$ cat src/rtl/wb_arb_pkg.sv
// Shared types and constants for the Wishbone master arbiter: FSM state
// encoding, fixed classic-cycle tags and a one-hot to index helper.
package wb_arb_pkg;

  localparam int MAX_MASTERS = 4;
  localparam int IDX_W       = 2;

  localparam logic [2:0] WB_CTI_CLASSIC = 3'b000;
  localparam logic [1:0] WB_BTE_LINEAR  = 2'b00;

  typedef enum logic [1:0] {
    IDLE  = 2'd0,
    BUSY  = 2'd1,
    DRAIN = 2'd2
  } arb_state_e;

  function automatic logic [IDX_W-1:0] onehot_idx(input logic [MAX_MASTERS-1:0] oh);
    logic [IDX_W-1:0] idx;
    case (oh)
      4'b0010: idx = 2'd1;
      4'b0100: idx = 2'd2;
      4'b1000: idx = 2'd3;
      default: idx = 2'd0;
    endcase
    return idx;
  endfunction

endpackage

$ cat src/rtl/wb_master_arbiter_if.sv
// Bundle of the requester-side and interconnect-side Wishbone signals around
// the arbiter. The master modport is the arbiter's view, slave is the environment's.
interface wb_master_arbiter_if #(
  parameter int N = 2
);

  logic [N-1:0]    m_cyc_i;
  logic [N-1:0]    m_stb_i;
  logic [N-1:0]    m_we_i;
  logic [32*N-1:0] m_adr_i;
  logic [32*N-1:0] m_dat_i;
  logic [4*N-1:0]  m_sel_i;
  logic [31:0]     m_dat_o;
  logic [N-1:0]    m_ack_o;
  logic [N-1:0]    m_err_o;

  logic            s_cyc_o;
  logic            s_stb_o;
  logic            s_we_o;
  logic [31:0]     s_adr_o;
  logic [31:0]     s_dat_o;
  logic [3:0]      s_sel_o;
  logic [2:0]      s_cti_o;
  logic [1:0]      s_bte_o;
  logic [31:0]     s_dat_i;
  logic            s_ack_i;
  logic            s_err_i;

  modport master (
    input  m_cyc_i, m_stb_i, m_we_i, m_adr_i, m_dat_i, m_sel_i,
    output m_dat_o, m_ack_o, m_err_o,
    output s_cyc_o, s_stb_o, s_we_o, s_adr_o, s_dat_o, s_sel_o, s_cti_o, s_bte_o,
    input  s_dat_i, s_ack_i, s_err_i
  );

  modport slave (
    output m_cyc_i, m_stb_i, m_we_i, m_adr_i, m_dat_i, m_sel_i,
    input  m_dat_o, m_ack_o, m_err_o,
    input  s_cyc_o, s_stb_o, s_we_o, s_adr_o, s_dat_o, s_sel_o, s_cti_o, s_bte_o,
    output s_dat_i, s_ack_i, s_err_i
  );

endinterface

$ cat src/rtl/wb_master_arbiter_rr_select.sv
// Combinational round-robin picker: grants the first requester at or after
// the pointer, wrapping to the lowest index when nothing is at/above it.
module rr_select
  import wb_arb_pkg::*;
#(
  parameter int N = 2
) (
  input  logic [N-1:0]     req,
  input  logic [IDX_W-1:0] ptr,
  output logic [N-1:0]     gnt,
  output logic             valid
);

  logic [N-1:0] mask;
  logic [N-1:0] hi_req;
  logic [N-1:0] pick;

  // Lowest set bit of (requests at or above ptr), else lowest set bit overall.
  always_comb begin
    mask   = ~((N'(1) << ptr) - N'(1));
    hi_req = req & mask;
    pick   = (|hi_req) ? hi_req : req;
    gnt    = pick & (~pick + N'(1));
    valid  = |req;
  end

endmodule

$ cat src/rtl/wb_master_arbiter.sv
// Round-robin arbiter sharing one Wishbone master port between NUM_MASTERS requesters.
// Optional stall timeout with DRAIN state is enabled by defining WB_ARB_TIMEOUT_EN.
module wb_master_arbiter
  import wb_arb_pkg::*;
#(
  parameter int NUM_MASTERS    = 2,
  parameter int TIMEOUT_CYCLES = 255
) (
  input  logic                   clk,
  input  logic                   reset_n,
  wb_master_arbiter_if.master    bus,
  output logic [NUM_MASTERS-1:0] grant_o,
  output logic                   busy_o
);

  localparam int N = NUM_MASTERS;

  if (NUM_MASTERS < 2 || NUM_MASTERS > MAX_MASTERS || TIMEOUT_CYCLES < 1) begin : g_bad_param
    $error("wb_master_arbiter: NUM_MASTERS must be 2..4 and TIMEOUT_CYCLES >= 1");
  end

  arb_state_e       state_q, state_d;
  logic [N-1:0]     grant_q, grant_d;
  logic [IDX_W-1:0] ptr_q, ptr_d;

  logic [N-1:0]     sel_gnt;
  logic             sel_valid;
  logic [IDX_W-1:0] g_idx;
  logic [IDX_W-1:0] ptr_next;

  logic             g_cyc, g_stb, g_we;
  logic [N:0][31:0] adr_acc, dat_acc;
  logic [N:0][3:0]  sel_acc;
  logic             to_hit;

  rr_select #(.N(N)) u_rr_select (
    .req   (bus.m_cyc_i),
    .ptr   (ptr_q),
    .gnt   (sel_gnt),
    .valid (sel_valid)
  );

  // AND-OR mux of the granted master's bus signals; zero when nothing is granted.
  assign g_cyc = |(bus.m_cyc_i & grant_q);
  assign g_stb = |(bus.m_stb_i & grant_q);
  assign g_we  = |(bus.m_we_i  & grant_q);

  assign adr_acc[0] = '0;
  assign dat_acc[0] = '0;
  assign sel_acc[0] = '0;

  for (genvar gi = 0; gi < N; gi++) begin : g_mux
    assign adr_acc[gi+1] = adr_acc[gi] | (bus.m_adr_i[32*gi +: 32] & {32{grant_q[gi]}});
    assign dat_acc[gi+1] = dat_acc[gi] | (bus.m_dat_i[32*gi +: 32] & {32{grant_q[gi]}});
    assign sel_acc[gi+1] = sel_acc[gi] | (bus.m_sel_i[4*gi +: 4]   & {4{grant_q[gi]}});
  end

  assign g_idx    = onehot_idx(MAX_MASTERS'(grant_q));
  assign ptr_next = (g_idx == IDX_W'(N - 1)) ? '0 : g_idx + 1'b1;

`ifdef WB_ARB_TIMEOUT_EN
  localparam int CNT_W = 16;

  logic [CNT_W-1:0] cnt_q, cnt_d;
  logic             stall;

  // Counter measures consecutive strobed cycles without a response; any gap clears it.
  always_comb begin
    stall  = (state_q == BUSY) && g_cyc && g_stb && !bus.s_ack_i && !bus.s_err_i;
    to_hit = stall && (cnt_q == CNT_W'(TIMEOUT_CYCLES - 1));
    cnt_d  = (stall && !to_hit) ? cnt_q + 1'b1 : '0;
  end

  always_ff @(posedge clk or negedge reset_n) begin
    if (!reset_n) cnt_q <= '0;
    else          cnt_q <= cnt_d;
  end
`else
  assign to_hit = 1'b0;
`endif

  always_ff @(posedge clk or negedge reset_n) begin
    if (!reset_n) begin
      state_q <= IDLE;
      grant_q <= '0;
      ptr_q   <= '0;
    end else begin
      state_q <= state_d;
      grant_q <= grant_d;
      ptr_q   <= ptr_d;
    end
  end

  always_comb begin
    state_d = state_q;
    grant_d = grant_q;
    ptr_d   = ptr_q;
    case (state_q)
      IDLE: begin
        if (sel_valid) begin
          state_d = BUSY;
          grant_d = sel_gnt;
        end
      end
      BUSY: begin
        if (!g_cyc) begin
          state_d = IDLE;
          grant_d = '0;
          ptr_d   = ptr_next;
        end else if (to_hit) begin
`ifdef WB_ARB_TIMEOUT_EN
          state_d = DRAIN;
`endif
        end
      end
`ifdef WB_ARB_TIMEOUT_EN
      DRAIN: begin
        if (!g_cyc) begin
          state_d = IDLE;
          grant_d = '0;
          ptr_d   = ptr_next;
        end
      end
`endif
      default: begin
        state_d = IDLE;
        grant_d = '0;
      end
    endcase
  end

  // Slave side follows the granted master only in BUSY; DRAIN and IDLE leave it quiet.
  always_comb begin
    bus.s_cyc_o = 1'b0;
    bus.s_stb_o = 1'b0;
    bus.s_we_o  = 1'b0;
    bus.s_adr_o = '0;
    bus.s_dat_o = '0;
    bus.s_sel_o = '0;
    bus.s_cti_o = WB_CTI_CLASSIC;
    bus.s_bte_o = WB_BTE_LINEAR;
    bus.m_dat_o = '0;
    bus.m_ack_o = '0;
    bus.m_err_o = '0;
    if (state_q == BUSY) begin
      bus.s_cyc_o = g_cyc & ~to_hit;
      bus.s_stb_o = g_cyc & g_stb & ~to_hit;
      bus.s_we_o  = g_cyc & g_we;
      bus.s_adr_o = adr_acc[N];
      bus.s_dat_o = dat_acc[N];
      bus.s_sel_o = sel_acc[N];
      bus.m_dat_o = bus.s_dat_i;
      bus.m_ack_o = grant_q & {N{bus.s_ack_i}};
      bus.m_err_o = grant_q & {N{bus.s_err_i | to_hit}};
    end
  end

  assign grant_o = grant_q;
  assign busy_o  = (state_q != IDLE);

endmodule

$ cat src/flat_wrapper.sv
// flat-port wrapper written by rule: the top's interface ports become plain ports
module wb_master_arbiter_flat import wb_arb_pkg::*;
#(
  parameter int NUM_MASTERS    = 2,
  parameter int TIMEOUT_CYCLES = 255
)
  (clk, reset_n, grant_o, busy_o, bus_m_cyc_i, bus_m_stb_i, bus_m_we_i, bus_m_adr_i, bus_m_dat_i, bus_m_sel_i, bus_m_dat_o, bus_m_ack_o, bus_m_err_o, bus_s_cyc_o, bus_s_stb_o, bus_s_we_o, bus_s_adr_o, bus_s_dat_o, bus_s_sel_o, bus_s_cti_o, bus_s_bte_o, bus_s_dat_i, bus_s_ack_i, bus_s_err_i);
  wb_master_arbiter_if #(.N((2))) bus_i ();
  input  logic clk;
  input  logic reset_n;
  output logic [NUM_MASTERS-1:0] grant_o;
  output logic busy_o;
  input wire logic [$bits(bus_i.m_cyc_i)-1:0] bus_m_cyc_i;
  input wire logic [$bits(bus_i.m_stb_i)-1:0] bus_m_stb_i;
  input wire logic [$bits(bus_i.m_we_i)-1:0] bus_m_we_i;
  input wire logic [$bits(bus_i.m_adr_i)-1:0] bus_m_adr_i;
  input wire logic [$bits(bus_i.m_dat_i)-1:0] bus_m_dat_i;
  input wire logic [$bits(bus_i.m_sel_i)-1:0] bus_m_sel_i;
  output wire logic [$bits(bus_i.m_dat_o)-1:0] bus_m_dat_o;
  output wire logic [$bits(bus_i.m_ack_o)-1:0] bus_m_ack_o;
  output wire logic [$bits(bus_i.m_err_o)-1:0] bus_m_err_o;
  output wire logic [$bits(bus_i.s_cyc_o)-1:0] bus_s_cyc_o;
  output wire logic [$bits(bus_i.s_stb_o)-1:0] bus_s_stb_o;
  output wire logic [$bits(bus_i.s_we_o)-1:0] bus_s_we_o;
  output wire logic [$bits(bus_i.s_adr_o)-1:0] bus_s_adr_o;
  output wire logic [$bits(bus_i.s_dat_o)-1:0] bus_s_dat_o;
  output wire logic [$bits(bus_i.s_sel_o)-1:0] bus_s_sel_o;
  output wire logic [$bits(bus_i.s_cti_o)-1:0] bus_s_cti_o;
  output wire logic [$bits(bus_i.s_bte_o)-1:0] bus_s_bte_o;
  input wire logic [$bits(bus_i.s_dat_i)-1:0] bus_s_dat_i;
  input wire logic [$bits(bus_i.s_ack_i)-1:0] bus_s_ack_i;
  input wire logic [$bits(bus_i.s_err_i)-1:0] bus_s_err_i;
  assign bus_i.m_cyc_i = bus_m_cyc_i;
  assign bus_i.m_stb_i = bus_m_stb_i;
  assign bus_i.m_we_i = bus_m_we_i;
  assign bus_i.m_adr_i = bus_m_adr_i;
  assign bus_i.m_dat_i = bus_m_dat_i;
  assign bus_i.m_sel_i = bus_m_sel_i;
  assign bus_m_dat_o = bus_i.m_dat_o;
  assign bus_m_ack_o = bus_i.m_ack_o;
  assign bus_m_err_o = bus_i.m_err_o;
  assign bus_s_cyc_o = bus_i.s_cyc_o;
  assign bus_s_stb_o = bus_i.s_stb_o;
  assign bus_s_we_o = bus_i.s_we_o;
  assign bus_s_adr_o = bus_i.s_adr_o;
  assign bus_s_dat_o = bus_i.s_dat_o;
  assign bus_s_sel_o = bus_i.s_sel_o;
  assign bus_s_cti_o = bus_i.s_cti_o;
  assign bus_s_bte_o = bus_i.s_bte_o;
  assign bus_i.s_dat_i = bus_s_dat_i;
  assign bus_i.s_ack_i = bus_s_ack_i;
  assign bus_i.s_err_i = bus_s_err_i;
  wb_master_arbiter #(.NUM_MASTERS(NUM_MASTERS), .TIMEOUT_CYCLES(TIMEOUT_CYCLES)) u_core (.clk(clk), .reset_n(reset_n), .bus(bus_i), .grant_o(grant_o), .busy_o(busy_o));
endmodule
$ cat config.mk
export PLATFORM = sky130hd
export DESIGN_NAME = wb_master_arbiter_flat
export DESIGN_NICKNAME = d
export VERILOG_FILES = /design/src/rtl/wb_arb_pkg.sv /design/src/rtl/wb_master_arbiter_if.sv /design/src/rtl/wb_master_arbiter_rr_select.sv /design/src/rtl/wb_master_arbiter.sv /design/src/flat_wrapper.sv
export SDC_FILE = /design/constraint.sdc
export NUM_CORES = 1
export LEC_CHECK = 0
export ABC_AREA = 1
export CORE_AREA = 2 2 115 117
export DETAILED_ROUTE_END_ITERATION = 7
export DIE_AREA = 0 0 117 119
export HOLD_SLACK_MARGIN = 0.02
export PLACE_DENSITY = 0.56
export SYNTH_ARGS = -nofsm -noshare
export SYNTH_HDL_FRONTEND = slang
export SYNTH_SLANG_ARGS = --single-unit
export TNS_END_PERCENT = 20
$ cat constraint.sdc
create_clock -name clk -period 1.2 [get_ports clk]
set_clock_uncertainty 0.1 [all_clocks]
set_input_delay 0.24 -clock clk [delete_from_list [all_inputs] [get_ports clk]]
set_output_delay 0.24 -clock clk [all_outputs]
set_load 0.02 [all_outputs]
==> implementation parameters, run 1 <==
Parameter                              Value

Timing
  Clock period minus worst slack    1.67 ns
  Count of pins over their slew limit    0
  Final setup violating endpoints    114
  Highest attainable clock frequency    0.600 GHz
  Setup repair after global routing missed its margin    yes
  Final hold violations    0
  Final Worst Setup Slack    -0.465 ns
  Total Negative Setup Slacks    -42.82 ns
  Final critical-path share of the clock period    139%

Global route
  Grt ovf    0
  Total global-route track usage    17.7%
  Antenna violations before repair    2
  First-pass GRT wire length    18.7 mm
  Via count of the first global-routing pass    3411
  Largest net degree at the start of global routing    18

CTS
  Worst skew pair latency    0.23 ns
  Number of clock sinks seen by CTS    4
  Inserted Clock Buffers    3
  Clock root buffer master    sky130_fd_sc_hd__clkbuf_16
  Clock tree from TritonCTS    done
  CTS clk-pin slew, worst paths    0.03 ns
  Number of H-tree branching levels    1
  Number of buffers on the longest clock path    2

Yosys
  Largest cells by area after synthesis    sky130_fd_sc_hd__nand2_1 (44%), sky130_fd_sc_hd__a21oi_1 (23%), sky130_fd_sc_hd__buf_4 (11%), sky130_fd_sc_hd__inv_1 (8.7%), sky130_fd_sc_hd__dfrtp_1 (6.5%)
  Post-synthesis cell count    339
  Sequential element share of the synthesized area    6.46%
  Post-synthesis cell type with the largest combined area    sky130_fd_sc_hd__nand2_1
  Warnings, synthesis    0
  Seq cells post-synth    4
  Mapped Avg Cell Area    4.57 um2
  Area fraction of the dominant cell type after synthesis    44.3%
  Count of different cell masters after synthesis    12
  Netlist area before placement    0.00155 mm2

Die
  Vertical die dimension    119 um
  Die X    117 um
  Floorplan Core Area    0.0129 mm2
  Number of placement rows    42
  Number of top-level pins    293
  Starting Density    12.0%
  Area of the die    0.0139 mm2

Job
  Max Cap Viol    0

Place
  Estimated wirelength of the detail-placed design    8.64 mm
  Final weighted congestion of routability-driven global placement    0.779
  Count of input and output buffers    287
  Post-place instance area    0.00494 mm2

Finish
  Fraction of layout instances using a drive strength above 1    44.2%
  Area of all placed cells without fillers    0.00572 mm2
  Number of fillers in the final layout    1331
  Area growth from synthesis to layout    269%
  Most common cell after layout, fill and taps aside    sky130_fd_sc_hd__clkdlybuf4s50_1
  Layout net count    828
  Most frequent cells in the layout    sky130_fd_sc_hd__clkdlybuf4s50_1 (176), sky130_fd_sc_hd__nand2_1 (135), sky130_fd_sc_hd__a21oi_2 (64)

Detailed routing
  Number of remaining DRC errors    0
  1st-pass router iterations    5
  Routed vias/inst    4.09
  Vias after detailed routing    3383
  Initial drt markers    109
  Wire length reported by the detailed router    13.3 mm
  Post-detailed-route wirelength per cell    16.1 um
  Detail Route Antenna Nets    0

Setup path
  Path type of the worst setup path    register to output pin
  Sort of element at the start of the critical path    register
  Capturing element type of the critical path    output pin
  Critical path data required time    0.86 ns
  CP arrival    1.33 ns
  Worst-path maximum fanout    6

Power and ir drop
  Worst vdd rail ir drop    0.00100 V
  Pwr Density    2190 mW/mm2
  Pleak    2.59 nW

Worst hold path
  Class of the tightest hold or removal check    primary input to asynchronous set/reset pin

Outcome
  Status    complete, but fails checks
  Violations in the final reports    setup timing
[sequential cells by signal (all words and copies together) (netlist names)]
| register | flops |
|---|---|
| u_core.grant_o | 2 |
| u_core.ptr_q | 1 |
| u_core.state_q | 1 |
[metrics by stage]
step / utilization, % / total power [mW] / instances / hold WS (ns) / worst slack, ns
6_report: 44.5 / 12.6 / 827 / 0.114 / -0.465
2_1_floorplan: - / 5.17 / 343 / -0.156 / -0.174
4_1_cts: 43.0 / 12.3 / 823 / 0.117 / -0.473
3_5_place_dp: 38.4 / 8.91 / 789 / 0.352 / -0.970
5_1_grt: 44.4 / 13.3 / 825 / 0.123 / -0.505
3_3_place_gp: 38.4 / 8.85 / 789 / 0.359 / -0.961
[repair_timing]
action                                 in CTS  in global routing
setup buffers                              13                  3
endpoints found under the hold margin       0                  0
setup endpoints to repair                 113                114
cloned                                     18                  0
resized for setup                         604                 62
hold buffers                                0                  0
pin swaps                                   8                 10
[synth_stat cells]
| cell type | count |
|---|---|
| sky130_fd_sc_hd__nand2_1 | 183 |
| sky130_fd_sc_hd__a21oi_1 | 71 |
| sky130_fd_sc_hd__inv_1 | 36 |
| sky130_fd_sc_hd__buf_4 | 22 |
| sky130_fd_sc_hd__buf_2 | 10 |
| sky130_fd_sc_hd__nand3_1 | 5 |
| sky130_fd_sc_hd__dfrtp_1 | 4 |
| sky130_fd_sc_hd__nor2_1 | 4 |
| sky130_fd_sc_hd__conb_1 | 1 |
| sky130_fd_sc_hd__inv_2 | 1 |
| sky130_fd_sc_hd__nor3_1 | 1 |
| sky130_fd_sc_hd__o21ai_0 | 1 |
[logic make-up after synthesis]
kind of cell	share of synthesized area, %
other	0.242
buffers and inverters	22.8
and+or+nand+nor	47.2
AOI/OAI and AO/OA	23.2
DFF	6.46
[where the power goes]
part,internal [mW],switching [mW]
clock,0.439,0.0980
sequential,0.212,0.0884
combinational,5.61,6.11
total,6.26,6.29
[area by class of cell]
cell class                      count  area (um2)  share of cell area [%]
Timing Repair Buffer              333        3540                    61.8
Clock buffer                        4        78.8                    1.38
Timing Repair inverter              1        16.3                   0.284
Multi-Input combinational cell    270        1610                    28.1
Sequential cell                     4         104                    1.81
Tap cell                          176         220                    3.85
Antenna cell                        2        5.00                  0.0874
Inverter                           37         155                    2.71
[worst paths after layout]
path / start / to / slack (ns) / cells past startpoint
worst min register to register: u_core.ptr_q[0] / u_core.ptr_q[0] / 0.43 / 2
worst min-delay path: reset_n / u_core.grant_o[0] / 0.11 / 1
max in group asynchronous: reset_n / u_core.grant_o[1] / 0.71 / 1
worst max register to register: u_core.grant_o[0] / u_core.ptr_q[0] / -0.12 / 5
worst max-delay path: u_core.grant_o[1] / bus_s_dat_o[29] / -0.47 / 6
min in group clk: bus_m_cyc_i[0] / u_core.grant_o[0] / 0.29 / 3
[worst max-delay path, stage by stage (launching register included)]
cell,delay [ns]
sky130_fd_sc_hd__dfrtp_2,0.40
sky130_fd_sc_hd__buf_6,0.13
sky130_fd_sc_hd__buf_6,0.10
sky130_fd_sc_hd__buf_8,0.12
sky130_fd_sc_hd__nand2_1,0.07
sky130_fd_sc_hd__a21oi_2,0.13
sky130_fd_sc_hd__buf_4,0.15
[per-layer routing]
metal | track usage, % | share of wire, %
met3 | 4.02 | 9.2
met5 | 0 | 0
met2 | 32.8 | 51
met4 | 3.53 | 1.2
met1 | 20.4 | 39
(Power assumes the default switching activity.)
==> run 2, diff against run 1 <==
- ABC_AREA: 1 -> unset
- CORE_AREA: 2 2 115 117 -> 2 2 114 116
- DIE_AREA: 0 0 117 119 -> 0 0 116 118
- PLACE_DENSITY: 0.56 -> 0.55
==> implementation parameters, run 2 <==
Parameter                              Value

Finish
  Layout net count    634
  Number of fillers in the final layout    1277
  Area growth from synthesis to layout    263%
  Most common cell after layout, fill and taps aside    sky130_fd_sc_hd__clkdlybuf4s50_1
  Antenna cells    0
  Final non-filler cell total    627
  Fraction of layout instances using a drive strength above 1    37.8%
  Max FFs per register    2
  Most frequent cells in the layout    sky130_fd_sc_hd__clkdlybuf4s50_1 (177), sky130_fd_sc_hd__buf_6 (55), sky130_fd_sc_hd__a22o_1 (45)
  Core occupancy in the finished layout    37.5%
  Area of all placed cells without fillers    0.00465 mm2

CTS
  Worst skew pair latency    0.23 ns
  Hold-fix buffers at CTS    0
  Number of buffers on the longest clock path    2
  Clock root buffer master    sky130_fd_sc_hd__clkbuf_16
  Number of H-tree branching levels    1
  CTS clk-pin slew, worst paths    0.03 ns
  Inserted Clock Buffers    3
  Clock tree from TritonCTS    done
  Number of clock sinks seen by CTS    4

Yosys
  Sequential element share of the synthesized area    7.82%
  Post-synthesis cell type with the largest combined area    sky130_fd_sc_hd__a22o_1
  Largest cells by area after synthesis    sky130_fd_sc_hd__a22o_1 (48%), sky130_fd_sc_hd__and2_1 (16%), sky130_fd_sc_hd__dfrtp_1 (7.8%), sky130_fd_sc_hd__buf_6 (6.2%), sky130_fd_sc_hd__buf_4 (4.7%)
  Post-synth EDFFs    0
  Netlist area before placement    0.00128 mm2
  Count of different cell masters after synthesis    22
  Async set-or-reset flop fraction in the synthesized netlist    100%
  Mapped Avg Cell Area    7.80 um2
  Most used standard cell by instance count after synthesis    sky130_fd_sc_hd__a22o_1
  Warnings, synthesis    0
  Post-synthesis cell count    164
  Area fraction of the dominant cell type after synthesis    47.9%
  Most numerous cell types in the synthesized netlist    sky130_fd_sc_hd__a22o_1 (70), sky130_fd_sc_hd__and2_1 (32), sky130_fd_sc_hd__buf_2 (9)
  Seq cells post-synth    4
  Main synth FF type    sky130_fd_sc_hd__dfrtp_1

Power and ir drop
  Worst vdd rail ir drop    0.00117 V
  Overall power consumption    9.43 mW
  Pwr Density    2030 mW/mm2
  Pleak    2.14 nW

Setup path
  Sort of element at the start of the critical path    register
  Critical path data required time    0.86 ns
  Capture instance of the worst register-to-register path    u_core.state_q[0]
  CP arrival    1.46 ns
  Worst reg-to-reg setup slack    -0.22 ns
  Capturing element type of the critical path    output pin
  Worst-path maximum fanout    17
  Worst reg-to-reg path cell count    7
  Crit Reg-Reg Startpoint    u_core.grant_o[0]
  Path type of the worst setup path    register to output pin

Place
  Placed Instances    613
  Count of input and output buffers    287
  Post-place instance area    0.00455 mm2
  Estimated wirelength of the detail-placed design    7.87 mm
  Final weighted congestion of routability-driven global placement    0.795

Detailed routing
  Number of remaining DRC errors    0
  Detail Route Antenna Nets    0
  1st-pass router iterations    4
  Routed vias/inst    4.00
  Wire length reported by the detailed router    10.2 mm
  Post-detailed-route wirelength per cell    16.2 um
  Vias after detailed routing    2509
  Initial drt markers    82

Outcome
  Violations in the final reports    setup timing
  Status    complete, but fails checks

Die
  Number of top-level pins    293
  Floorplan Core Area    0.0124 mm2
  Area of the die    0.0137 mm2
  Number of placement rows    41
  Die X    116 um
  Starting Density    10.3%
  Vertical die dimension    118 um

Global route
  Via count of the first global-routing pass    2604
  Total global-route track usage    12.7%
  First-pass GRT wire length    13.9 mm
  Antenna violations before repair    0
  Largest net degree at the start of global routing    46
  Grt ovf    0

Job
  Max Cap Viol    0

Timing
  Setup repair after global routing missed its margin    yes
  Clock period minus worst slack    1.80 ns
  Final critical-path share of the clock period    150%
  Final hold violations    0
  Final setup violating endpoints    113
  Count of pins over their slew limit    0
  Highest attainable clock frequency    0.557 GHz
  Final Worst Setup Slack    -0.596 ns

Worst hold path
  Class of the tightest hold or removal check    primary input to asynchronous set/reset pin
[run 2: changes by cell type after synthesis, moves of 5 or more]
cell / before / now
sky130_fd_sc_hd__a21oi_1: 71 / 4
sky130_fd_sc_hd__a22o_1: 0 / 70
sky130_fd_sc_hd__and2_1: 0 / 32
sky130_fd_sc_hd__buf_4: 22 / 8
sky130_fd_sc_hd__buf_6: 0 / 7
sky130_fd_sc_hd__inv_1: 36 / 3
sky130_fd_sc_hd__nand2_1: 183 / 3
sky130_fd_sc_hd__nand3_1: 5 / 0
[run 2: timing repair]
| item | 4_1_cts | 5_1_grt |
|---|---|---|
| buffers inserted | 3 | 2 |
| gates resized for setup | 486 | 77 |
| pin swaps | 2 | 17 |
| gates cloned | 1 | 4 |
| endpoints found under the setup margin | 114 | 114 |
[run 2: where the power goes]
| group | switching (mW) | internal [mW] |
|---|---|---|
| sequential | 0.0556 | 0.209 |
| combinational | 4.26 | 4.37 |
| clock | 0.0951 | 0.439 |
[run 2: worst max-delay path by stage]
stage | start | to | slack [ns] | cells past startpoint
after CTS | u_core.state_q[0] | bus_s_adr_o[13] | -0.62 | 4
after global placement | bus_m_cyc_i[0] | bus_s_stb_o | -0.83 | 5
final | u_core.state_q[0] | bus_s_adr_o[1] | -0.60 | 4
after floorplan | u_core.grant_o[0] | bus_s_dat_o[11] | -0.50 | 6
after global routing | u_core.grant_o[0] | bus_s_we_o | -0.64 | 7
after detailed placement | bus_m_cyc_i[0] | bus_s_stb_o | -0.82 | 5
[run 2: worst max-delay path, cell delays in order, from the launching register on]
cell,delay [ns]
sky130_fd_sc_hd__dfrtp_2,0.42
sky130_fd_sc_hd__and2_4,0.22
sky130_fd_sc_hd__buf_12,0.18
sky130_fd_sc_hd__a22o_1,0.25
sky130_fd_sc_hd__buf_2,0.16
[run 2: cells by family after synthesis]
kind of cell	Yosys count	synth area share [%]
AO/OA/AOI/OAI	79	52.4
flip-flops	4	7.82
AND/OR/NAND/NOR	49	23.1
buffers and inverters	31	16.4
other	1	0.293
[run 2: cell type report]
type,instances,area (um2),share of cell area [%]
clock buffer,4,78.8,1.69
inverter,3,11.3,0.242
multi-input combinational,133,1210,26.1
sequential,4,104,2.23
tap,172,215,4.63
timing repair buffer,311,3030,65.1
[run 2: metrics by stage]
step                      setup slack (ns)  hold slack (ns)  setup TNS [ns]
after global routing                -0.637            0.128          -54.62
after CTS                           -0.617            0.122          -50.23
after global placement              -0.825            0.353          -71.58
final                               -0.596            0.119          -50.18
after floorplan                     -0.504           -0.156          -36.46
after detailed placement            -0.817            0.361          -73.64
[run 2: routing by layer]
metal  part of all wire [%]  global-route usage [%]  wire length, um  vias up
li1                       -                       -                -     1200
met1                     37                    13.9             3820     1132
met2                     51                    24.4             5160      173
met3                     11                    3.76             1160        4
met4                   0.45                    1.19               46        0
met5                      0                       0                0        -
